## src/rtl/xge_pkg.sv

```systemverilog
// rtl/xge_pkg.sv - shared types and helpers for the XGE packet transmit generator
package xge_pkg;

  localparam int XGE_MAX_FRAME = 9600;
  localparam int XGE_LEN_W     = 14;

  typedef enum logic [1:0] {IDLE, SEND, GAP} tx_gen_state_e;

  typedef struct packed {
    logic [XGE_LEN_W-1:0] words;
    logic [2:0]           mod;
  } xge_wlen_t;

  // Word count rounds up; mod is the byte count of the eop word, 0 meaning all 8.
  function automatic xge_wlen_t xge_len2words(input logic [XGE_LEN_W-1:0] len);
    xge_wlen_t r;
    r.words = (len >> 3) + {{(XGE_LEN_W-1){1'b0}}, |len[2:0]};
    r.mod   = len[2:0];
    return r;
  endfunction

endpackage

```

## src/rtl/xge_pattern_word.sv

```systemverilog
// rtl/xge_pattern_word.sv - 64-bit pattern word, byte j = base + byte_off + j, byte 0 in [63:56]
module xge_pattern_word (
  input  logic [7:0]  base,
  input  logic [7:0]  byte_off,
  output logic [63:0] word
);

  always_comb begin
    word = '0;
    for (int j = 0; j < 8; j++) begin
      word[63-8*j -: 8] = base + byte_off + 8'(j);
    end
  end

endmodule

```

## src/rtl/xge_pkt_tx_gen.sv

```systemverilog
// rtl/xge_pkt_tx_gen.sv - packet source driving the XGE MAC pkt_tx interface
module xge_pkt_tx_gen
  import xge_pkg::*;
#(
  parameter int LEN_W   = 14,
  parameter int MAX_LEN = XGE_MAX_FRAME,
  parameter int IFG_CYC = 2,
  parameter int CNT_W   = 16
) (
  input  logic             clk_156m25,
  input  logic             reset_156m25_n,
  input  logic             start,
  input  logic             abort,
  input  logic [CNT_W-1:0] num_pkts,
  input  logic [LEN_W-1:0] pkt_len,
  input  logic [7:0]       seed,
  input  logic             pkt_tx_full,
  output logic [63:0]      pkt_tx_data,
  output logic             pkt_tx_val,
  output logic             pkt_tx_sop,
  output logic             pkt_tx_eop,
  output logic [2:0]       pkt_tx_mod,
  output logic             busy,
  output logic             done,
  output logic [CNT_W-1:0] pkts_sent
);

  localparam logic [15:0] GAP_LAST = 16'(IFG_CYC - 1);

  tx_gen_state_e        state;
  logic [CNT_W-1:0]     num_q;
  logic [XGE_LEN_W-1:0] words_q;
  logic [XGE_LEN_W-1:0] word_idx;
  logic [XGE_LEN_W-1:0] len_c;
  logic [2:0]           mod_q;
  logic [7:0]           frame_base;
  logic [15:0]          gap_cnt;
  logic                 abort_pend;
  logic                 done_arm;
  logic [63:0]          pat_word;
  xge_wlen_t            wl;
  logic                 last_word;
  logic                 stop_req;

  always_comb begin
    if (pkt_len == '0)
      len_c = XGE_LEN_W'(1);
    else if (pkt_len > LEN_W'(MAX_LEN))
      len_c = XGE_LEN_W'(MAX_LEN);
    else
      len_c = XGE_LEN_W'(pkt_len);
  end

  assign wl        = xge_len2words(len_c);
  assign last_word = (word_idx == words_q - XGE_LEN_W'(1));
  assign stop_req  = ((num_q != '0) && (pkts_sent + CNT_W'(1) == num_q)) || abort_pend || abort;
  assign busy      = (state != IDLE);

  xge_pattern_word u_pattern (
    .base     (frame_base),
    .byte_off ({word_idx[4:0], 3'b000}),
    .word     (pat_word)
  );

  always_ff @(posedge clk_156m25 or negedge reset_156m25_n) begin
    if (!reset_156m25_n) begin
      state       <= IDLE;
      num_q       <= '0;
      words_q     <= '0;
      word_idx    <= '0;
      mod_q       <= '0;
      frame_base  <= '0;
      gap_cnt     <= '0;
      abort_pend  <= 1'b0;
      done_arm    <= 1'b0;
      done        <= 1'b0;
      pkts_sent   <= '0;
      pkt_tx_data <= '0;
      pkt_tx_val  <= 1'b0;
      pkt_tx_sop  <= 1'b0;
      pkt_tx_eop  <= 1'b0;
      pkt_tx_mod  <= '0;
    end else begin
      pkt_tx_data <= '0;
      pkt_tx_val  <= 1'b0;
      pkt_tx_sop  <= 1'b0;
      pkt_tx_eop  <= 1'b0;
      pkt_tx_mod  <= '0;
      // done trails the eop word by one cycle so it lines up after the last word is visible
      done        <= done_arm;
      done_arm    <= 1'b0;
      case (state)
        IDLE: begin
          if (start) begin
            num_q      <= num_pkts;
            words_q    <= wl.words;
            mod_q      <= wl.mod;
            frame_base <= seed;
            word_idx   <= '0;
            pkts_sent  <= '0;
            abort_pend <= 1'b0;
            state      <= SEND;
          end
        end
        SEND: begin
          abort_pend <= abort_pend | abort;
          if (!pkt_tx_full) begin
            pkt_tx_val  <= 1'b1;
            pkt_tx_data <= pat_word;
            pkt_tx_sop  <= (word_idx == '0);
            if (last_word) begin
              pkt_tx_eop <= 1'b1;
              pkt_tx_mod <= mod_q;
              pkts_sent  <= pkts_sent + CNT_W'(1);
              word_idx   <= '0;
              frame_base <= frame_base + 8'd1;
              if (stop_req) begin
                state      <= IDLE;
                done_arm   <= 1'b1;
                abort_pend <= 1'b0;
              end else if (IFG_CYC > 0) begin
                state   <= GAP;
                gap_cnt <= '0;
              end
            end else begin
              word_idx <= word_idx + XGE_LEN_W'(1);
            end
          end
        end
        GAP: begin
          if (abort_pend || abort) begin
            state      <= IDLE;
            done       <= 1'b1;
            abort_pend <= 1'b0;
          end else if (gap_cnt == GAP_LAST) begin
            state <= SEND;
          end else begin
            gap_cnt <= gap_cnt + 16'd1;
          end
        end
        default: state <= IDLE;
      endcase
    end
  end

endmodule

```

## config.mk

```make
export PLATFORM = sky130hd
export DESIGN_NAME = xge_pkt_tx_gen
export DESIGN_NICKNAME = d
export VERILOG_FILES = /design/src/rtl/xge_pkg.sv /design/src/rtl/xge_pattern_word.sv /design/src/rtl/xge_pkt_tx_gen.sv
export SDC_FILE = /design/constraint.sdc
export NUM_CORES = 1
export LEC_CHECK = 0
export BUFFER_PORTS_ARGS = -buffer_cell sky130_fd_sc_hd__buf_4
export CAP_MARGIN = 10
export CORE_MARGIN = 10
export CORE_UTILIZATION = 45
export CTS_CLUSTER_SIZE = 8
export DETAILED_ROUTE_END_ITERATION = 12
export GPL_ROUTABILITY_DRIVEN = 0
export PLACE_DENSITY = 0.66
export SYNTH_ARGS = -nofsm -noshare
export SYNTH_HDL_FRONTEND = slang
export SYNTH_SLANG_ARGS = --single-unit
```

## constraint.sdc

```tcl
create_clock -name clk_156m25 -period 4.3 [get_ports clk_156m25]
set_clock_uncertainty 0.2 [all_clocks]
set_input_delay 0.86 -clock clk_156m25 [delete_from_list [all_inputs] [get_ports clk_156m25]]
set_output_delay 0.86 -clock clk_156m25 [all_outputs]
set_load 0.01 [all_outputs]
```

; Word level (Yosys, flattened, before mapping)
; Cells that the tools add are included.
[classes]
n_addsub = 14
n_lt_le_gt_ge = 1
eq_ne = 13
n_mux = 51
bitwise = 1
n_reduce_logical = 19
[ops]
columns = operator, n
row1 = $mux 16, 8
row2 = $mux 64, 2
row3 = $mux 14, 5
row4 = $pmux 16 s2, 2
row5 = $add 16x1->16 const B, 2
row6 = $add 8x3->8 const B, 4
row7 = $logic_not 14->1, 2
row8 = $pmux 14 s2, 1
row9 = $mux 8, 3
row10 = $mux 1, 18
row11 = $add 8x1->8 const B, 2
row12 = $add 8x2->8 const B, 2
row13 = $eq 16x1->1 const B, 1
row14 = $eq 16x16->1, 1
row15 = $pmux 8 s2, 1
row16 = $reduce_bool 16->1, 1
row17 = $add 14x1->14 const B, 1
row18 = $eq 14x14->1, 1
row19 = $gt 14x14->1 const B, 1
row20 = $ne 2x2->1 const B, 7
row21 = $sub 14x1->14 const B, 1
row22 = $add 11x1->12, 1
row23 = $mux 2, 6
row24 = $mux 3, 3
row25 = other kinds (17), 23
[totals]
register_bits = 162
inputBits = 43
out_inout_bits = 88

; Longest topological paths before layout
[logic_depth]
word_depth = 9
depth_mapped = 14

; Hierarchy
; Synthesis repeated with hierarchy kept, for this count alone.
[hier_totals]
cells_unflattened = 1017
hier_area_um2 = 9422.8
[by_module_without_submodules]
columns = mod, n_inst, cells_each, area_each_um2
row1 = xge_pkt_tx_gen, 1, 874, 8190.4
row2 = xge_pattern_word, 1, 143, 1232.4

; Worst setup path after synthesis
; Ideal clock, no wire load.
[synth_timing]
path_type = input -> register
startpoint = input port pkt_len[1]
endpoint = register words_q[8]
setup_ps = 121
arrival_ps = 3164
required_ps = 3979
slack_ps = 815
path_stages = 14
n_path_buf = 0
path_cell_list = or4_1 > nor4_1 > nor2_1 > o21ai_0 > a21boi_1 > inv_1 > a32oi_1 > o21ai_0 > ha_1 > ha_1 > nand3_1 > nor2_1 > xor2_1 > a22o_1
[synth_between]
elab_chain_cells = 5
[synth_rtl]
columns = item, line_no
row1 = start: declaration, xge_pkt_tx_gen.sv:15  ; input logic [LEN_W-1:0] pkt_len,
row2 = $gt 14x14->1, xge_pkt_tx_gen.sv:48  ; else if (pkt_len > LEN_W'(MAX_LEN))
row3 = $mux 14, xge_pkt_tx_gen.sv:48
row4 = $mux 14 (*), xge_pkt_tx_gen.sv:46  ; if (pkt_len == '0)
row5 = $reduce_or 3->1, xge_pkg.sv:17  ; r.words = (len >> 3) + {{(XGE_LEN_W-1){1'b0}}, |len[2:0]};
row6 = $add 11x1->12 (*), xge_pkg.sv:17
row7 = end signal: assignment, xge_pkt_tx_gen.sv:96  ; words_q <= wl.words;
row8 = end: declaration, xge_pkt_tx_gen.sv:32  ; logic [XGE_LEN_W-1:0] words_q;
; Mark *: on every way between the ends. The rest lies on a longest branch, timed or not.
; A chain may end at the register's enable or synchronous reset.

; Final worst setup path
; Ends and elaborated chain as after synthesis.

==> results.cfg <==
[layout]
antennaDiodeCount = 0
num-nets-final = 1069
fin_cells = 1246
area_growth_pct = 20.4
drive_gt1_share_pct = 19.3

[clocking]
clk_pin_slew_ns = 0.06
cts_resized = 0
cts_setup_buffers = 0
clock_latency_ns = 0.43
h-tree-depth = 4
cts_buffer_depth = 2
numCtsBuffers = 17
cts_tree = done
root_buffer = clkbuf_16
cts.sinks = 150
cts.hold.buffers_added = 0

[timing]
fmax_ghz = 0.280
fin_crit_sh_pct = 82.9
hold_slack_ns = 0.241
tightest_slew_ns = 1.10
period_needed_ns = 3.57
slew-limit-headroom_pct = 26.2
hold_viol = 0
fin_setup_tns_ns = 0
finalSetupViolations = 0
rsz0062_at_grt = false
maxSlewViolCount = 0

[global_route]
met2_usage_pct = 28.9
use_met1_pct = 23.1
grt_first_pass_wirelength_um = 35800
busiest_layer = met2
grt_overflow = 0
met3_usage_pct = 5.27
grt_usage_pct = 18.1
antenna_found_initial = 0
grt_pass1_vias = 6789
grt_max_degree = 72

[power_and_ir_drop]
p_leak_nw = 4.61
finalPower_mw = 6.39
p_per_area_mw_per_mm2 = 645
ir_drop_v = 0.000448

[placement]
portBuffers = 130
dp.final_hpwl_um = 15500
dp_cells = 1214

[routing]
routedWlPerCell_um = 17.4
wirelength_um = 21700
final_antenna_net_count = 0
drtIter0Drc = 442
drc_errors = 0
vias_per_cell = 5.49
via_count = 6842
dr.pass1.iters = 5

[floorplan]
die_w_um = 155
initial_core_util_pct = 45.8
ios = 131
die-area_mm2 = 0.0241
placementRows = 49
die-height_um = 155
core-area_mm2 = 0.0180

[yosys]
avgSynthCellArea_um2 = 9.10
synth_area_leaders = dfrtp_1 46%, nand2_1 5.2%, xnor2_1 4.5%
syn-num-nets = 968
synth_warnings = 0
netlist.area_leader.share_pct = 45.7
async_reset_ff_share_pct = 100
yosysMostFrequentCell = dfrtp_1
ys.flop_type = dfrtp_1
yosysSeqAreaShare_pct = 45.7
synth_edf_count = 0
yosys.area.top_type = dfrtp_1
synth_cells = 903
ys_ff_latch = 150
ys_types = 69
synth.top_cells.by_count = 150 x dfrtp_1, 114 x nand2_1, 95 x nor2_1, 52 x a21oi_1, 43 x o21ai_0
synthesis.area_mm2 = 0.00822

[worst_setup_path]
startpoint = pkt_len[1]
cpPeakStageDelay_ns = 0.50
crit_type = in2reg
startpoint_type = input port
cpMaxStageDelayCell = or4_1
crit_arrival_ns = 3.69
required_ns = 4.43
path_delay_family = simple AND/OR/NAND/NOR gates
crit_chain = buf_4 > or4_1 > nor4_1 > nor2_1 > o21ai_0 > a21boi_1 > inv_1 > a32oi_1 > o21ai_0 > ha_1 > ha_1 > nand3_1 > nor2_1 > xor2_1 > a22o_1
r2r-start = words_q[0]
path_max_fanout = 9
worst_setup_path_end_kind = flop
cp_num_buf_inv = 2

[flow_run]
cap_violations = 0

[min_path]
hold_path.class = in2async

[outcome]
status = finished clean
## sequential cells by signal, indices dropped and copies added (netlist names), 2 cells and up
| signal | cells |
|---|---|
| num_q | 16 |
| mod_q | 3 |
| pkts_sent | 16 |
| frame_base | 8 |
| pkt_tx_mod | 3 |
| state | 2 |
| word_idx | 14 |
| words_q | 12 |
| gap_cnt | 16 |
| pkt_tx_data | 54 |
## power by group
part,switching (mW),leakage [nW],internal (mW)
registers,0.375,1.92,1.78
clock network,0.640,0.277,0.826
logic,1.55,2.41,1.22
## placed cells by master, fill, tap and decap left out, types with 6 or more instances in the layout
| cell type | instances |
|---|---|
| o21a_1 | 8 |
| nand4_1 | 24 |
| buf_4 | 143 |
| and3_1 | 25 |
| dfrtp_1 | 150 |
| clkbuf_16 | 17 |
| o21ai_0 | 43 |
| xnor2_1 | 42 |
| nand2b_1 | 8 |
| ha_1 | 21 |
| nand3_1 | 36 |
| or3_1 | 8 |
| a21oi_1 | 52 |
| xor2_1 | 42 |
| and2_1 | 11 |
| inv_1 | 14 |
| nor2_1 | 95 |
| a31oi_1 | 15 |
| nand2_1 | 114 |
| o21ai_1 | 13 |
| o22ai_1 | 6 |
| nor4_1 | 15 |
| nor3_1 | 18 |
## final timing paths
check | endpoint | slack [ns] | depth (start not counted)
worst max-delay path | words_q[8] | 0.73 | 15
worst min-delay path | pkt_tx_data[18] | 0.24 | 1
worst max register to register | frame_base[5] | 0.86 | 10
worst min register to register | mod_q[1] | 0.28 | 2
max in group asynchronous | num_q[11] | 2.87 | 2
min in group clk_156m25 | mod_q[1] | 0.28 | 2
## metal layers
layer	share of wire [%]	wire length (um)	up-vias
li1	-	-	3347
met1	45	9690	3267
met4	2.1	451	0
met5	0	0	-
met2	47	10100	190
met3	6.7	1450	38
## worst register-to-register path, cell delays in order (launching register included)
cell	delay (ns)
dfrtp_1	0.43
inv_1	0.09
ha_1	0.23
nand2b_1	0.15
a21oi_1	0.06
a311o_1	0.32
a211oi_1	0.48
nand4_1	0.42
a21oi_2	0.65
a21oi_1	0.14
a31oi_1	0.18
## stage by stage
stage | instance area (um^2) | util (%) | worst slack, ns
3_5_place_dp | 9320 | 51.9 | 0.309
2_1_floorplan | 8220 | - | 0.815
5_1_grt | 9900 | 55.1 | 0.487
6_report | 9900 | 55.1 | 0.733
3_3_place_gp | 9320 | 51.9 | 0.430
4_1_cts | 9900 | 55.1 | 0.760
## cell type report
class,instances,area [um^2]
inverter,14,52.6
sequential,150,3750
clock inverter,14,141
clock buffer,18,439
tap,229,287
multi-input combinational,676,4120
timing repair buffer,145,1100
fill,1627,8060
## cell families (layout without fill, tap and decap cells)
logic type	count (synthesis)	in the layout	synth area share, %
buffers and inverters	77	191	4.31
xor gates and xnor gates	85	85	9.15
adders and majority gates	22	22	3.44
and+or+nand+nor	385	385	22.9
AOI/OAI and AO/OA	179	179	13.9
muxes	5	5	0.670
DFF	150	150	45.7
Note: power is estimated with default switching activity, not from simulation.
